**src/rtl/image_pkt_pkg.sv**
```systemverilog
// Shared types and constants for the image packet deframer.
package image_pkt_pkg;

  typedef enum logic [2:0] {
    HUNT    = 3'd0,
    SYNC_B  = 3'd1,
    LEN_H   = 3'd2,
    LEN_L   = 3'd3,
    CHK_H   = 3'd4,
    CHK_L   = 3'd5,
    PAYLOAD = 3'd6
  } state_t;

  localparam logic [7:0] SYNC0_DEFAULT = 8'hA5;
  localparam logic [7:0] SYNC1_DEFAULT = 8'h5A;

  // sync(2) + length(2) + checksum(2)
  localparam int HDR_BYTES = 6;

endpackage

```
**src/rtl/pkt_checksum16.sv**
```systemverilog
// Running 16-bit byte-sum accumulator with a look-ahead of the next sum.
import image_pkt_pkg::*;

module pkt_checksum16 (
  input  logic        clk,
  input  logic        rst,
  input  logic        clr,
  input  logic        acc_en,
  input  logic [7:0]  data,
  output logic [15:0] sum,
  output logic [15:0] sum_nxt
);

  assign sum_nxt = sum + {8'h00, data};

  always_ff @(posedge clk) begin
    if (!rst) begin
      sum <= 16'h0000;
    end else if (clr) begin
      sum <= 16'h0000;
    end else if (acc_en) begin
      sum <= sum_nxt;
    end
  end

endmodule

```
**src/rtl/image_pkt_deframer.sv**
```systemverilog
// Sync-word hunting byte-stream deframer with payload checksum check.
// Optional inter-byte timeout enabled by defining DEFRAMER_TIMEOUT_EN.
//
// state   | meaning
// HUNT    | waiting for first sync byte
// SYNC_B  | first sync byte seen, expecting second
// LEN_H   | expecting payload length high byte
// LEN_L   | expecting payload length low byte, length checked here
// CHK_H   | expecting header checksum high byte
// CHK_L   | expecting header checksum low byte
// PAYLOAD | forwarding payload bytes until length reached
import image_pkt_pkg::*;

module image_pkt_deframer #(
  parameter int         MAX_LEN     = 4096,
  parameter logic [7:0] SYNC0       = SYNC0_DEFAULT,
  parameter logic [7:0] SYNC1       = SYNC1_DEFAULT,
  parameter int         TIMEOUT_CYC = 1024
) (
  input  logic        clk,
  input  logic        rst,
  input  logic [7:0]  in_byte,
  input  logic        in_valid,
  output logic [7:0]  received_data,
  output logic        dataRdy,
  output logic        strb,
  output logic [15:0] header_image_data_checksum,
  output logic        chk_ok,
  output logic        chk_err,
  output logic [15:0] frame_cnt,
  output logic [15:0] err_cnt
);

  localparam logic [16:0] MAX_LEN_W = 17'(MAX_LEN);

  state_t      state, state_nxt;
  logic [7:0]  len_hi;
  logic [7:0]  chk_hi;
  logic [15:0] pay_len;
  logic [15:0] byte_cnt;
  logic [15:0] hdr_chk;
  logic [15:0] csum;
  logic [15:0] csum_nxt;
  logic [15:0] len_full;
  logic        len_bad;
  logic        last_byte;
  logic        chk_match;
  logic        timeout;
  logic        dr_d, strb_d, ok_d, err_d;
  logic        csum_clr;

  assign len_full = {len_hi, in_byte};
  assign header_image_data_checksum = hdr_chk;

  always_comb begin
    len_bad   = (len_full == 16'h0000) || ({1'b0, len_full} > MAX_LEN_W);
    last_byte = in_valid && (state == PAYLOAD) && ((byte_cnt + 16'd1) == pay_len);
    chk_match = (csum_nxt == hdr_chk);
    csum_clr  = in_valid && (state == CHK_L);
  end

`ifdef DEFRAMER_TIMEOUT_EN
  localparam int TW = $clog2(TIMEOUT_CYC + 1);
  localparam logic [TW-1:0] TO_LOAD = TW'(TIMEOUT_CYC);

  logic [TW-1:0] idle_cnt;

  // Down-counter reloads on every accepted byte; terminal count of 1 marks
  // the TIMEOUT_CYC-th consecutive idle cycle.
  always_ff @(posedge clk) begin
    if (!rst) begin
      idle_cnt <= TO_LOAD;
    end else if (in_valid || (state == HUNT)) begin
      idle_cnt <= TO_LOAD;
    end else if (idle_cnt != TW'(1)) begin
      idle_cnt <= idle_cnt - TW'(1);
    end
  end

  assign timeout = !in_valid && (state != HUNT) && (idle_cnt == TW'(1));
`else
  assign timeout = 1'b0;
`endif

  always_ff @(posedge clk) begin
    if (!rst) begin
      state <= HUNT;
    end else begin
      state <= state_nxt;
    end
  end

  always_comb begin
    state_nxt = state;
    if (timeout) begin
      state_nxt = HUNT;
    end else if (in_valid) begin
      case (state)
        HUNT:    if (in_byte == SYNC0) state_nxt = SYNC_B;
        SYNC_B: begin
          if (in_byte == SYNC1)      state_nxt = LEN_H;
          else if (in_byte == SYNC0) state_nxt = SYNC_B;
          else                       state_nxt = HUNT;
        end
        LEN_H:   state_nxt = LEN_L;
        LEN_L:   state_nxt = len_bad ? HUNT : CHK_H;
        CHK_H:   state_nxt = CHK_L;
        CHK_L:   state_nxt = PAYLOAD;
        PAYLOAD: state_nxt = last_byte ? HUNT : PAYLOAD;
        default: state_nxt = HUNT;
      endcase
    end
  end

  always_comb begin
    dr_d   = in_valid && (state == PAYLOAD);
    strb_d = last_byte;
    ok_d   = last_byte && chk_match;
    err_d  = (last_byte && !chk_match)
          || (in_valid && (state == LEN_L) && len_bad)
          || timeout;
  end

  always_ff @(posedge clk) begin
    if (!rst) begin
      received_data <= 8'h00;
      dataRdy       <= 1'b0;
      strb          <= 1'b0;
      chk_ok        <= 1'b0;
      chk_err       <= 1'b0;
      frame_cnt     <= 16'h0000;
      err_cnt       <= 16'h0000;
      len_hi        <= 8'h00;
      chk_hi        <= 8'h00;
      pay_len       <= 16'h0000;
      byte_cnt      <= 16'h0000;
      hdr_chk       <= 16'h0000;
    end else begin
      dataRdy <= dr_d;
      strb    <= strb_d;
      chk_ok  <= ok_d;
      chk_err <= err_d;
      if (dr_d) received_data <= in_byte;
      if (ok_d) frame_cnt <= frame_cnt + 16'd1;
      if (err_d) err_cnt <= err_cnt + 16'd1;
      if (in_valid) begin
        case (state)
          LEN_H:   len_hi <= in_byte;
          LEN_L:   pay_len <= len_full;
          CHK_H:   chk_hi <= in_byte;
          CHK_L: begin
            hdr_chk  <= {chk_hi, in_byte};
            byte_cnt <= 16'h0000;
          end
          PAYLOAD: byte_cnt <= byte_cnt + 16'd1;
          default: ;
        endcase
      end
    end
  end

  pkt_checksum16 u_checksum (
    .clk     (clk),
    .rst     (rst),
    .clr     (csum_clr),
    .acc_en  (dr_d),
    .data    (in_byte),
    .sum     (csum),
    .sum_nxt (csum_nxt)
  );

endmodule

```
**config.mk**
```make
export PLATFORM = sky130hd
export DESIGN_NAME = image_pkt_deframer
export DESIGN_NICKNAME = d
export VERILOG_FILES = /design/src/rtl/image_pkt_pkg.sv /design/src/rtl/pkt_checksum16.sv /design/src/rtl/image_pkt_deframer.sv
export SDC_FILE = /design/constraint.sdc
export NUM_CORES = 1
export LEC_CHECK = 0
export BUFFER_PORTS_ARGS = -buffer_cell sky130_fd_sc_hd__buf_2
export CORE_ASPECT_RATIO = 0.7
export CORE_MARGIN = 4
export CORE_UTILIZATION = 54
export CTS_BUF_LIST = sky130_fd_sc_hd__clkbuf_4 sky130_fd_sc_hd__clkbuf_8 sky130_fd_sc_hd__clkbuf_16
export CTS_CLUSTER_DIAMETER = 100
export DETAILED_ROUTE_END_ITERATION = 12
export GPL_TIMING_DRIVEN = 0
export PLACE_DENSITY = 0.8
export SETUP_SLACK_MARGIN = 0.1
export SLEW_MARGIN = 20
export SYNTH_ARGS = -nofsm -noshare
export SYNTH_HDL_FRONTEND = slang
export SYNTH_SLANG_ARGS = --single-unit
```
**constraint.sdc**
```tcl
create_clock -name clk -period 3.5 [get_ports clk]
set_clock_uncertainty 0.2 [all_clocks]
set_input_delay 0.7 -clock clk [delete_from_list [all_inputs] [get_ports clk]]
set_output_delay 0.7 -clock clk [all_outputs]
set_load 0.02 [all_outputs]
```
==> impl.org, run 1 <==
** Global routing
- Antenna violations before repair :: 0
- Vias in the first global route :: 6485
- Across every metal layer, demand over resource in global routing totals 0.2760.
- The first global-routing pass estimated 34390 um of wire.
- Congestion Overflow GR :: 0
- Maximum number of pins on one net before global-route repair :: 17

** Die
- I/O pins :: 71
- Chip height :: 104.4 um
- Area inside the core boundary :: 12720 um2
- The floorplan has 34 rows.
- For this configuration, the core starts out at a cell density of 0.5633.
- Horiz. Die Dim :: 145.7 um
- Die outline area :: 15210 um2

** Placed design
- At the end of routability-driven placement, the weighted congestion stood at 0.9769.
- Pre-CTS setup slack :: -0.6509 ns
- The HPWL after detailed placement is 14730 um.
- Port buffering added 68 buffers.

** Synth
- Dividing the synthesized area by the synthesized cell count gives 8.033 um2.
- The mapped netlist covers 7166 um2.
- After synthesis, the share of flip-flops with an asynchronous set or reset is 0.
- Of the synthesized area, sequential elements account for 0.3548.
- Number of flip-flops and latches in the synthesized netlist :: 127
- Count of flip-flops with a built-in enable after synthesis :: 0
- Synthesized net count :: 915
- Yosys warns :: 0
- Synth Flop Type :: sky130_fd_sc_hd__dfxtp_1
- The synthesized netlist contains 89 unique library cells.
- Cell count after synthesis :: 892

** Clocking
- Buffers inserted to repair hold after CTS numbered 0.
- Largest buffer count on any clock path :: 2
- CTS built an H-tree with a depth of 4.
- Clock tree from TritonCTS :: built
- TritonCTS Buffers :: 17
- The root buffer cell chosen for the clock tree is sky130_fd_sc_hd__clkbuf_16.
- The clock reaches the later pin of the worst-skew pair after 0.42 ns.
- After clock tree synthesis, the clock-pin slew on the worst setup and hold paths is 0.06 ns.
- For this design, the sink count on the clock tree is 127.

** STA
- Actual slew at the worst max-slew pin :: 0.8082 ns
- Setup violations remaining at the end of the flow were counted as 0.
- Worst Slack Setup Final :: 0.04697 ns
- Slew Limit Headroom :: 0.4570
- Part of the cycle the worst path needs :: 0.9866
- Count of endpoints failing hold in the final timing report :: 0
- Min cycle time layout :: 3.453 ns
- Setup repair after global routing could not meet its margin everywhere.
- Timing would allow up to 0.2896 GHz.
- The final max-slew violation count came to 0.
- Hold Worst Slack :: 0.2563 ns

** Setup path
- At the worst endpoint, the required time is 3.59 ns.
- For the worst setup path, the data arrival time is 3.55 ns.
- On the critical path, the stage with the largest delay is an instance of sky130_fd_sc_hd__ha_1.
- Crit. End Element :: flip-flop
- Worst reg2reg startpoint :: u_checksum.sum[0]
- The number of buffers and inverters on the critical path is 4.
- Tracing the worst setup path back leads to its startpoint at in_byte[5].
- Kind of launch point of the worst setup path :: input pin
- CP most frequent cell :: sky130_fd_sc_hd__buf_6
- The signal on the critical path passes through buf_2 -> ha_1 -> buf_6 -> nand4_1 -> nor3_4 -> o21ai_1 -> xnor2_1 -> a2111oi_2 -> buf_4 -> o2111ai_4 -> buf_6 -> o311ai_2 -> o41ai_2.
- Among cell families on the critical path, the largest total delay comes from compound AO/OA/AOI/OAI gates.
- Largest stage delay, worst path :: 0.34 ns
- Critical path class :: input pin to flip-flop
- In this run the worst path has a maximum fanout of 8.

** Drt
- The first detailed-routing pass ran for 8 iterations.
- Number of remaining DRC errors :: 0
- Average wire per standard cell :: 19.08 um
- Number of vias per cell after detailed routing :: 6.212
- Once detail routing completed, the nets flagged for antenna violations numbered 0.
- The routed design has 22230 um of wire.
- Routed via count :: 7237
- Starting DRC count in detailed routing :: 692

** Layout
- Most frequent standard cell in the layout excluding fill and tap cells :: sky130_fd_sc_hd__nand2_1
- The layout has 970 filler cells.
- Layout Nets :: 1013
- Area occupied by registers :: 2542 um2
- Summing all multi-input logic gate instances after layout gives 4710 um2.
- In the final layout, the share of cells above drive strength 1 is 0.1994.
- The top cell types in the final layout, fill and taps aside, are 165 x sky130_fd_sc_hd__nand2_1, 127 x sky130_fd_sc_hd__dfxtp_1, 80 x sky130_fd_sc_hd__a21oi_1.
- Number of antenna cells inserted :: 0
- Layout Area Growth over Synthesis :: 24.01%
- At the end of the flow the core is filled with cells to 0.6986.

** Power
- The worst-case IR drop observed on VDD is 418.3 uV.
- In this run the power density over the cells is 397.5 nW/um2.
- For this design the static power due to leakage is 3.354 nW.

** Status
- The flow ran to the end, and the final reports show no timing, DRC or antenna violations.

** Min path
- The worst hold path begins at chk_hi[3].
- In this run the worst hold path is classified as flip-flop to flip-flop.

** Job
- The tool flagged a number of max-cap violations equal to 0.
## worst register-to-register path: cells and delay by family (launching register included)
kind                       cells  cell delay, ns
AOI/OAI and AO/OA              6            1.29
xor gates and xnor gates       1            0.22
adders and majority gates      2            0.53
buffers and inverters          3            0.45
DFF                            1            0.37
and+or+nand+nor                1            0.18
## stage by stage
step / instance area (um2) / setup TNS [ns] / cells / power (mW)
after floorplan: 7178 / 0 / 892 / 1.545
after global placement: 7721 / -16.01 / 1122 / 1.589
after detailed placement: 7721 / -16.94 / 1122 / 1.591
after CTS: 8514 / 0 / 1156 / 3.510
after global routing: 8886 / -0.04434 / 1165 / 3.612
final: 8886 / 0 / 1165 / 3.532
## synth_stat cells (3+ instances only)
library cell | n | area, um2
sky130_fd_sc_hd__nor4_1 | 11 | 68.82
sky130_fd_sc_hd__o21ai_0 | 22 | 110.1
sky130_fd_sc_hd__clkbuf_1 | 44 | 165.2
sky130_fd_sc_hd__nand2b_1 | 33 | 206.5
sky130_fd_sc_hd__nand4_1 | 17 | 106.4
sky130_fd_sc_hd__and4_1 | 6 | 52.55
sky130_fd_sc_hd__or3_1 | 10 | 62.56
sky130_fd_sc_hd__nand4b_1 | 4 | 35.03
sky130_fd_sc_hd__dfxtp_1 | 127 | 2542
sky130_fd_sc_hd__buf_2 | 8 | 40.04
sky130_fd_sc_hd__buf_4 | 3 | 22.52
sky130_fd_sc_hd__a211oi_1 | 3 | 22.52
sky130_fd_sc_hd__a22oi_1 | 3 | 22.52
sky130_fd_sc_hd__buf_6 | 3 | 33.78
sky130_fd_sc_hd__buf_1 | 4 | 15.01
sky130_fd_sc_hd__a31oi_1 | 5 | 31.28
sky130_fd_sc_hd__o21a_1 | 4 | 30.03
sky130_fd_sc_hd__o311ai_1 | 7 | 61.31
sky130_fd_sc_hd__a21oi_1 | 83 | 415.4
sky130_fd_sc_hd__or4_1 | 6 | 45.04
sky130_fd_sc_hd__nor2_1 | 63 | 236.5
sky130_fd_sc_hd__nor3b_1 | 4 | 30.03
sky130_fd_sc_hd__and2_1 | 6 | 37.54
sky130_fd_sc_hd__ha_1 | 11 | 137.6
sky130_fd_sc_hd__nand2_1 | 166 | 623.1
sky130_fd_sc_hd__xnor2_1 | 28 | 245.2
sky130_fd_sc_hd__nand3_1 | 33 | 165.2
sky130_fd_sc_hd__nor2b_1 | 8 | 50.05
sky130_fd_sc_hd__nor3_1 | 13 | 65.06
sky130_fd_sc_hd__and3_1 | 8 | 50.05
sky130_fd_sc_hd__inv_1 | 7 | 26.28
sky130_fd_sc_hd__xor2_1 | 21 | 183.9
sky130_fd_sc_hd__o31ai_1 | 10 | 75.07
sky130_fd_sc_hd__mux2i_1 | 31 | 310.3
sky130_fd_sc_hd__o41ai_1 | 10 | 87.58
## report_power, final
group | switching (mW) | leakage [nW] | internal, mW
registers | 0.0000374 | 1.02 | 1.45
clock network | 0.700 | 0.310 | 1.24
logic | 0.0995 | 2.02 | 0.0442
total | 0.799 | 3.35 | 2.73
## logic make-up (layout without fill, tap and decap cells)
family	after synthesis	in the layout	share of synthesized area
AO/OA/AOI/OAI	183	183	0.1715
XOR/XNOR	51	51	0.06618
adder cells (fa/ha/maj)	12	12	0.02200
buffers and inverters	72	183	0.04418
flip-flops	127	127	0.3548
multiplexers	31	31	0.04330
AND/OR/NAND/NOR	416	416	0.2981
## timing repair
item,in CTS,in global routing
pin swaps,2,8
buffers inserted,2,8
setup endpoints to repair,34,34
gates cloned,0,1
gates resized for setup,26,57
## layer usage
metal	vias up	routed length, um	global-route usage
li1	3380	-	-
met3	44	2362	0.08188
met4	0	410	0.07724
met5	-	0	0
met2	396	9587	0.4007
met1	3417	9864	0.3963
## cell type report
| class | count | share of cell area |
|---|---|---|
| clock inverter | 12 | 0.02070 |
| timing repair buffer | 79 | 0.04928 |
| clock buffer | 20 | 0.05182 |
| multi-input combinational | 693 | 0.5300 |
| buffer | 64 | 0.03591 |
| tap | 162 | 0.02281 |
| sequential | 127 | 0.2861 |
| inverter | 8 | 0.003379 |
## worst paths after layout
path	end	slack, ns	cells after the start
hold reg to reg	header_image_data_checksum[11]	0.26	2
hold / removal	header_image_data_checksum[11]	0.26	2
setup / recovery	frame_cnt[10]	0.05	13
setup reg to reg	frame_cnt[10]	0.15	13
## sequential cells by signal, summed over array words and instances (netlist names), 3 cells and up
signal,flops
header_image_data_checksum,16
pay_len,16
err_cnt,16
byte_cnt,16
u_checksum.sum,16
state,3
frame_cnt,16
received_data,8
chk_hi,8
len_hi,8
No activity file was read; power rests on OpenSTA's default activity.
==> run 2: changes to the inputs <==
==> constraint.sdc (replaced) <==
create_clock -name clk -period 3.5 [get_ports clk]
set_clock_uncertainty 0.2 [all_clocks]
set_input_delay 1.05 -clock clk [delete_from_list [all_inputs] [get_ports clk]]
set_output_delay 1.05 -clock clk [all_outputs]
set_load 0.02 [all_outputs]
==> run 2 against run 1 <==
The run now ends with negative setup slack left. Sequential power hardly changed. Setup slack worse by 0.29 ns. Clock-buffer cell count is 2 lower. Critical endpoint is now frame_cnt[3]. Clock power is 15% lower.
==> impl.org, run 2 (synthesis gave the netlist of run 1 again) <==
** Drt
- Number of optimization iterations in the first detailed-route pass :: 5
- Number of vias per cell after detailed routing :: 6.267
- For this block, the routed nets add up to 24190 um of wire.
- After detailed routing, the number of remaining DRC violations is 0.
- The final route contains 7527 vias.
- Starting DRC count in detailed routing :: 877
- Residual antenna-violating net count after detailed routing :: 0
- Average wire per standard cell :: 20.14 um

** Setup path
- Critical path class :: input pin to flip-flop
- Cell Chain, Critical Path :: buf_12 -> ha_4 -> inv_4 -> fa_2 -> nor2b_4 -> o22ai_4 -> xnor3_1 -> a2bb2oi_4 -> a2111oi_4 -> buf_4 -> o2111a_2 -> buf_6 -> and4_4 -> mux2i_1
- Among all stages on the critical path, the largest delay is contributed by sky130_fd_sc_hd__fa_2.
- Data arrival, critical path :: 3.88 ns
- Kind of launch point of the worst setup path :: input pin
- Broken down by cell family, the worst path's largest delay share belongs to compound AO/OA/AOI/OAI gates.
- The worst setup path is captured at a flip-flop.
- Counting both buffers and inverters, the worst setup path holds a total of 4.
- Tracing the worst setup path back leads to its startpoint at in_byte[0].
- Data on the critical path is required at its endpoint by 3.64 ns.
- Worst reg2reg startpoint :: u_checksum.sum[0]
- For this run, the slowest stage of the critical path takes 0.41 ns.
- Critical-path maximum fanout :: 5

** STA
- Actual slew at the worst max-slew pin :: 0.8593 ns
- The final number of hold-violating endpoints was 0.
- Min cycle time layout :: 3.740 ns
- Dividing the final minimum period by the clock period gives 1.068.
- The final max-slew violation count was 0.
- Worst Slack Setup Final :: -0.2397 ns
- Setup repair after global routing could not meet its margin everywhere.
- The worst pin sits at a relative slew slack of 0.4271.
- Hold timing on the final database bottoms out at a slack of 0.2494 ns.
- Setup Viol. Count Final :: 33
- Derived from the worst setup path, the maximum achievable clock frequency is 0.2674 GHz.

** Clocking
- Clock tree from TritonCTS :: built
- Clock Sink Count :: 127
- TritonCTS created 17 clock buffers.
- For this design, the CTS-stage hold fixing added 0 buffers.
- The cell sitting at the root of the clock tree is a sky130_fd_sc_hd__clkbuf_16.
- Source-to-sink clock delay at the later pin of the worst-skew pair :: 0.43 ns
- Clock slew at the register clock pins of the worst setup and hold paths :: 0.06 ns
- Largest buffer count on any clock path :: 2
- In this run the number of H-tree levels came out at 4.

** Global routing
- Entering global routing, the biggest net connects 17 pins.
- Antenna violations before repair :: 0
- Global-route wire length before repair :: 36830 um
- After global routing the overflow that remains totals 0.
- For this run, the total global-route usage over all layers was measured as 0.2967.
- Vias in the first global route :: 7016

** Min path
- The tightest min-delay check is of the flip-flop to flip-flop type.
- The worst hold path begins at chk_hi[2].

** Layout
- In the final layout, the share of cells above drive strength 1 is 0.2579.
- At the end of the flow, the number of nets in the layout was 1049.
- Summing all non-filler instances in the final layout gives an area of 9552 um2.
- Most frequent standard cell in the layout excluding fill and tap cells :: sky130_fd_sc_hd__nand2_1
- Utilization after layout :: 0.7509
- Excluding fillers, the count of instances in the completed layout stands at 1201.
- Number of antenna cells inserted :: 0
- Layout Area Growth over Synthesis :: 33.30%
- Leaving out fill and tap cells, the most frequent cells in the layout are 164 x sky130_fd_sc_hd__nand2_1, 127 x sky130_fd_sc_hd__dfxtp_1, 78 x sky130_fd_sc_hd__a21oi_1.

** Die
- Die outline area :: 15210 um2
- The floorplan step set the die width to 145.7 um.
- Area inside the core boundary :: 12720 um2
- The floorplan has 34 rows.
- Chip height :: 104.4 um
- 71 I/O pins were placed.
- The initial utilization of the core area, before any placement, comes to 0.5633.

** Power
- In this run the static leakage power is 3.730 nW.
- Power spread over the standard cell area amounts to 341.4 nW/um2.
- Maximum vdd drop :: 323.1 uV

** Status
- Violations in the final reports :: negative setup slack
- Outcome :: complete, but fails checks

** Placed design
- Pre-CTS setup slack :: -0.8071 ns
- Placed Cells incl. Taps :: 1122
- Weighted congestion at the end of routability-driven global placement :: 0.9407
- HPWL after DPL :: 14280 um
- Port Buffers :: 68
- Post-place instance area :: 7831 um2

** Job
- Max-cap violations in this run came to 0.
==> run 2: cell types whose count changed in the layout (fill, tap and decap cells not counted), moves of 4 or more <==
cell and delta:
sky130_fd_sc_hd__buf_4 +26, sky130_fd_sc_hd__o31ai_4 +9, sky130_fd_sc_hd__o31ai_1 -8, sky130_fd_sc_hd__buf_6 +7
sky130_fd_sc_hd__buf_2 -5, sky130_fd_sc_hd__o21ai_0 -5, sky130_fd_sc_hd__o311ai_2 -5, sky130_fd_sc_hd__o311ai_4 +5
sky130_fd_sc_hd__bufinv_16 -4
==> run 2: final timing paths <==
path              depth (start not counted)                        endpoint  slack (ns)
setup reg to reg                         13                    frame_cnt[3]        0.03
setup / recovery                         14                    frame_cnt[3]       -0.24
hold / removal                            2  header_image_data_checksum[10]        0.25
hold reg to reg                           2  header_image_data_checksum[10]        0.25
==> run 2: layer usage <==
metal  up-vias  wire length, um  part of all wire  global-route usage
met5         -                0                 0                   0
met4         0              724             0.030              0.1009
met3        75             2534              0.10             0.07317
met2       438            10690              0.44              0.4405
met1      3544            10240              0.42              0.4203
li1       3470                -                 -                   -
==> run 2: layout make-up <==
class	count	area [um2]
clock inverters	14	108.9
flip-flops and latches	127	2542
inverters	8	32.53
plain buffers	64	341.6
fillers	876	3168
repair buffers	115	809.5
well taps	162	202.7
clock buffers	18	432.9
multi-input cells	693	5081
==> run 2: tightest hold or removal path: stages (launching register included) <==
cell	delay, ns
sky130_fd_sc_hd__dfxtp_1	0.31
sky130_fd_sc_hd__nand2_1	0.05
sky130_fd_sc_hd__a21oi_1	0.05
==> run 2: timing repair <==
action / in CTS / in global routing
cloned: 3 / 0
endpoints found under the setup margin: 34 / 35
resized for setup: 89 / 55
buffers inserted: 24 / 20
pin swaps: 23 / 27
==> run 2: per-stage QoR <==
| stage | power [mW] | TNS (ns) |
|---|---|---|
| 2_1_floorplan | 1.546 | -0.3166 |
| 3_3_place_gp | 1.589 | -20.88 |
| 3_5_place_dp | 1.591 | -21.43 |
| 4_1_cts | 3.227 | 0 |
| 5_1_grt | 3.339 | -6.184 |
| 6_report | 3.261 | -4.691 |
==> run 2: power by group <==
part	internal (mW)	leakage, nW	switching [mW]
registers	1.45	1.02	0.0000391
clock network	0.923	0.271	0.723
logic	0.0606	2.44	0.109
total	2.43	3.73	0.832
==> run 3: changes to the inputs <==
--- a/config.mk
+++ b/config.mk
@@ -8,12 +8,12 @@
 export BUFFER_PORTS_ARGS = -buffer_cell sky130_fd_sc_hd__buf_2
 export CORE_ASPECT_RATIO = 0.7
 export CORE_MARGIN = 4
-export CORE_UTILIZATION = 54
+export CORE_UTILIZATION = 25
 export CTS_BUF_LIST = sky130_fd_sc_hd__clkbuf_4 sky130_fd_sc_hd__clkbuf_8 sky130_fd_sc_hd__clkbuf_16
 export CTS_CLUSTER_DIAMETER = 100
 export DETAILED_ROUTE_END_ITERATION = 12
 export GPL_TIMING_DRIVEN = 0
-export PLACE_DENSITY = 0.8
+export PLACE_DENSITY = 0.45
 export SETUP_SLACK_MARGIN = 0.1
 export SLEW_MARGIN = 20
 export SYNTH_ARGS = -nofsm -noshare
==> run 3 against run 2 <==
Register-to-register slack better by 0.12 ns. Cell count rose by 18%. Non-clock buffer count grew 7. The flow still finishes with violations (negative setup slack).
==> impl.org, run 3 (synthesis gave the netlist of run 1 again) <==
** Power
- In this run the power spent charging and discharging nets is 0.8428 mW.
- Of the total power, the clock network draws 0.530.
- Of the total power, the share spent switching nets is 0.2440.
- Dividing total power by cell area gives a power density of 347.2 nW/um2.
- The worst-case IR drop observed on VDD is 315.7 uV.
- The share of total power dissipated in sequential elements is 0.418.
- Static leakage :: 3.760 nW
- Internal power consumption :: 2.612 mW
- Logic pwr share :: 0.051

** Drt
- Routed via count :: 7119
- Dividing the detail-routed via count by the number of cells gives 5.024.
- Starting DRC count in detailed routing :: 497
- Residual antenna-violating net count after detailed routing :: 0
- The pre-antenna-repair detailed-routing pass consisted of 4 iterations.
- Total wire length after detailed routing :: 25550 um
- In the routed design, unresolved DRC markers number 0.
- Dividing the detail-routed wire length by the instance count gives 18.03 um.

** Setup path
- In this run the worst path has a maximum fanout of 5.
- Kind of launch point of the worst setup path :: input pin
- The setup check on the worst reg-to-reg path leaves a slack of 0.15 ns.
- The largest individual stage delay along the critical path comes from the cell sky130_fd_sc_hd__fa_2.
- Worst reg2reg startpoint :: byte_cnt[0]
- STA classifies the critical path endpoint as a flip-flop.
- For the worst setup path, the data required time is 3.67 ns.
- CP most frequent cell :: sky130_fd_sc_hd__buf_8
- Data arrival, critical path :: 3.70 ns
- Largest stage delay, worst path :: 0.41 ns
- Cell Chain, Critical Path :: buf_8 -> buf_6 -> inv_2 -> fa_2 -> nor2b_4 -> o22ai_2 -> xnor3_1 -> a2bb2oi_2 -> a2111oi_4 -> buf_4 -> o2111a_2 -> buf_8 -> and4_4 -> mux2i_1
- The setup path with the least slack is of type input pin to flip-flop.
- First element of the critical path :: in_byte[1]
- Reg2Reg Depth :: 11

** Placed design
- Weighted congestion at the end of routability-driven global placement :: 0.8408
- HPWL after DPL :: 17440 um
- Port Buffers :: 68
- Pre-CTS setup slack :: -1.026 ns

** Clocking
- The clock passes through at most 2 buffers.
- CTS saw 127 sinks.
- Clock-pin slew was measured on the worst setup and hold paths at 0.06 ns.
- TritonCTS built the clock tree.
- TritonCTS Buffers :: 17
- The H-tree generated during clock tree synthesis spans 4 levels.
- The number of hold buffers added after CTS was 0.
- Source-to-sink clock delay at the later pin of the worst-skew pair :: 0.44 ns
- In this run the clock root is driven by a sky130_fd_sc_hd__clkbuf_16.

** Die
- Die outline area :: 31480 um2
- The region available for standard cell placement spans 28010 um2.
- The die is 149.6 um tall.
- Initial Util :: 0.2558
- 71 I/O pins were placed.
- Measured along the x axis, the die boundary spans 210.4 um.
- Std cell rows :: 51

** Layout
- Most frequent cells in the layout :: 165 x sky130_fd_sc_hd__nand2_1, 127 x sky130_fd_sc_hd__dfxtp_1, 77 x sky130_fd_sc_hd__a21oi_1
- Number of antenna cells inserted :: 0
- Fill cell total of the finished layout :: 2887
- Most frequent standard cell in the layout excluding fill and tap cells :: sky130_fd_sc_hd__nand2_1
- Summing all multi-input logic gate instances after layout gives 5042 um2.
- In the final layout, the share of cells above drive strength 1 is 0.2648.
- Summing all flip-flop and latch instances after layout gives 2542 um2.
- Compared with the post-synthesis result, the final layout area differs by 38.83%.
- At the end of the flow, the number of nets in the layout was 1056.

** Global routing
- The number of global-route vias before repair came to 6908.
- Entering global routing, the biggest net connects 17 pins.
- The first global-routing pass estimated 40080 um of wire.
- After global routing the overflow that remains totals 0.
- Antenna violations before repair :: 1
- GRT Overall Usage :: 0.1618

** Status
- Outcome :: complete, but fails checks
- Violations in the final reports :: negative setup slack

** STA
- At the pin with the least slew margin, the transition time is 1.018 ns.
- Min cycle time layout :: 3.535 ns
- Final-report max-slew violation count :: 0
- Worst Slack Setup Final :: -0.03514 ns
- Setup Viol. Count Final :: 7
- Slew Limit Headroom :: 0.3212
- Setup repair after global routing could not meet its margin everywhere.
- For this run, the top clock speed supported by timing is 0.2829 GHz.
- Part of the cycle the worst path needs :: 1.010
- Count of endpoints failing hold in the final timing report :: 0
- Total negative slack for setup checks :: -0.09911 ns

** Job
- Max-cap violations in this run came to 0.

** Min path
- Launch point of the worst hold path :: received_data[1]
- Worst min-delay path category :: flip-flop to flip-flop
- Along the worst hold path, the cell count comes to 2.
-- run 3: cell count changes in the layout (fill, tap and decap cells not counted), sizes merged --
cell / delta
buf: +8
clkinv: -4
clkinvlp: +3
inv: -3
bufinv: +2
clkbuf: +1
-- run 3: stage by stage --
| stage | util | hold WS [ns] | instances | cell area, um2 | power (mW) |
|---|---|---|---|---|---|
| 2_1_floorplan | - | 0.2313 | 892 | 7288 | 1.546 |
| 3_3_place_gp | 0.2889 | 0.2412 | 1331 | 8093 | 1.598 |
| 3_5_place_dp | 0.2889 | 0.2474 | 1331 | 8093 | 1.598 |
| 4_1_cts | 0.3487 | 0.2559 | 1417 | 9769 | 3.473 |
| 5_1_grt | 0.3551 | 0.2718 | 1417 | 9948 | 3.563 |
| 6_report | 0.3551 | 0.2510 | 1417 | 9948 | 3.454 |
-- run 3: final timing paths --
check	end
max	frame_cnt[3]
min	received_data[1]
max reg2reg	frame_cnt[1]
min reg2reg	received_data[1]
-- run 3: repair_timing --
action,CTS,global route
cloned,4,0
setup buffers,50,3
setup endpoints to repair,34,39
resized for setup,109,35
pin swaps,29,14
-- run 3: layout make-up --
class / instances / share of cell area
buffer: 63 / 0.03434
clock buffer: 20 / 0.04628
clock inverter: 12 / 0.01358
inverter: 8 / 0.003018
multi-input combinational: 693 / 0.5069
sequential: 127 / 0.2556
tap: 371 / 0.04666
timing repair buffer: 123 / 0.09370
-- run 3: power by group through the flow --
stage / Sequential (mW) / Clock [mW] / Combinational [mW]
6_report: 1.45 / 1.83 / 0.177
5_1_grt: 1.44 / 1.93 / 0.188
4_1_cts: 1.45 / 1.86 / 0.167
3_5_place_dp: 1.48 / 0 / 0.120
3_3_place_gp: 1.48 / 0 / 0.120
2_1_floorplan: 1.48 / 0 / 0.0689
-- run 3: critical path, delay by kind of cell --
kind	cells	cell delay [ns]
AND/OR/NAND/NOR	2	0.37
multiplexers	1	0.18
buffers and inverters	5	0.53
XOR/XNOR	1	0.22
AO/OA/AOI/OAI	4	0.95
adder cells (fa/ha/maj)	1	0.41
-- run 3: metal layers --
| layer | vias up | wire length [um] | track usage |
|---|---|---|---|
| met5 | - | 11 | 0 |
| met3 | 21 | 1134 | 0.03646 |
| met4 | 2 | 295 | 0.03978 |
| met1 | 3469 | 13580 | 0.2456 |
| met2 | 155 | 10530 | 0.2297 |
| li1 | 3472 | - | - |
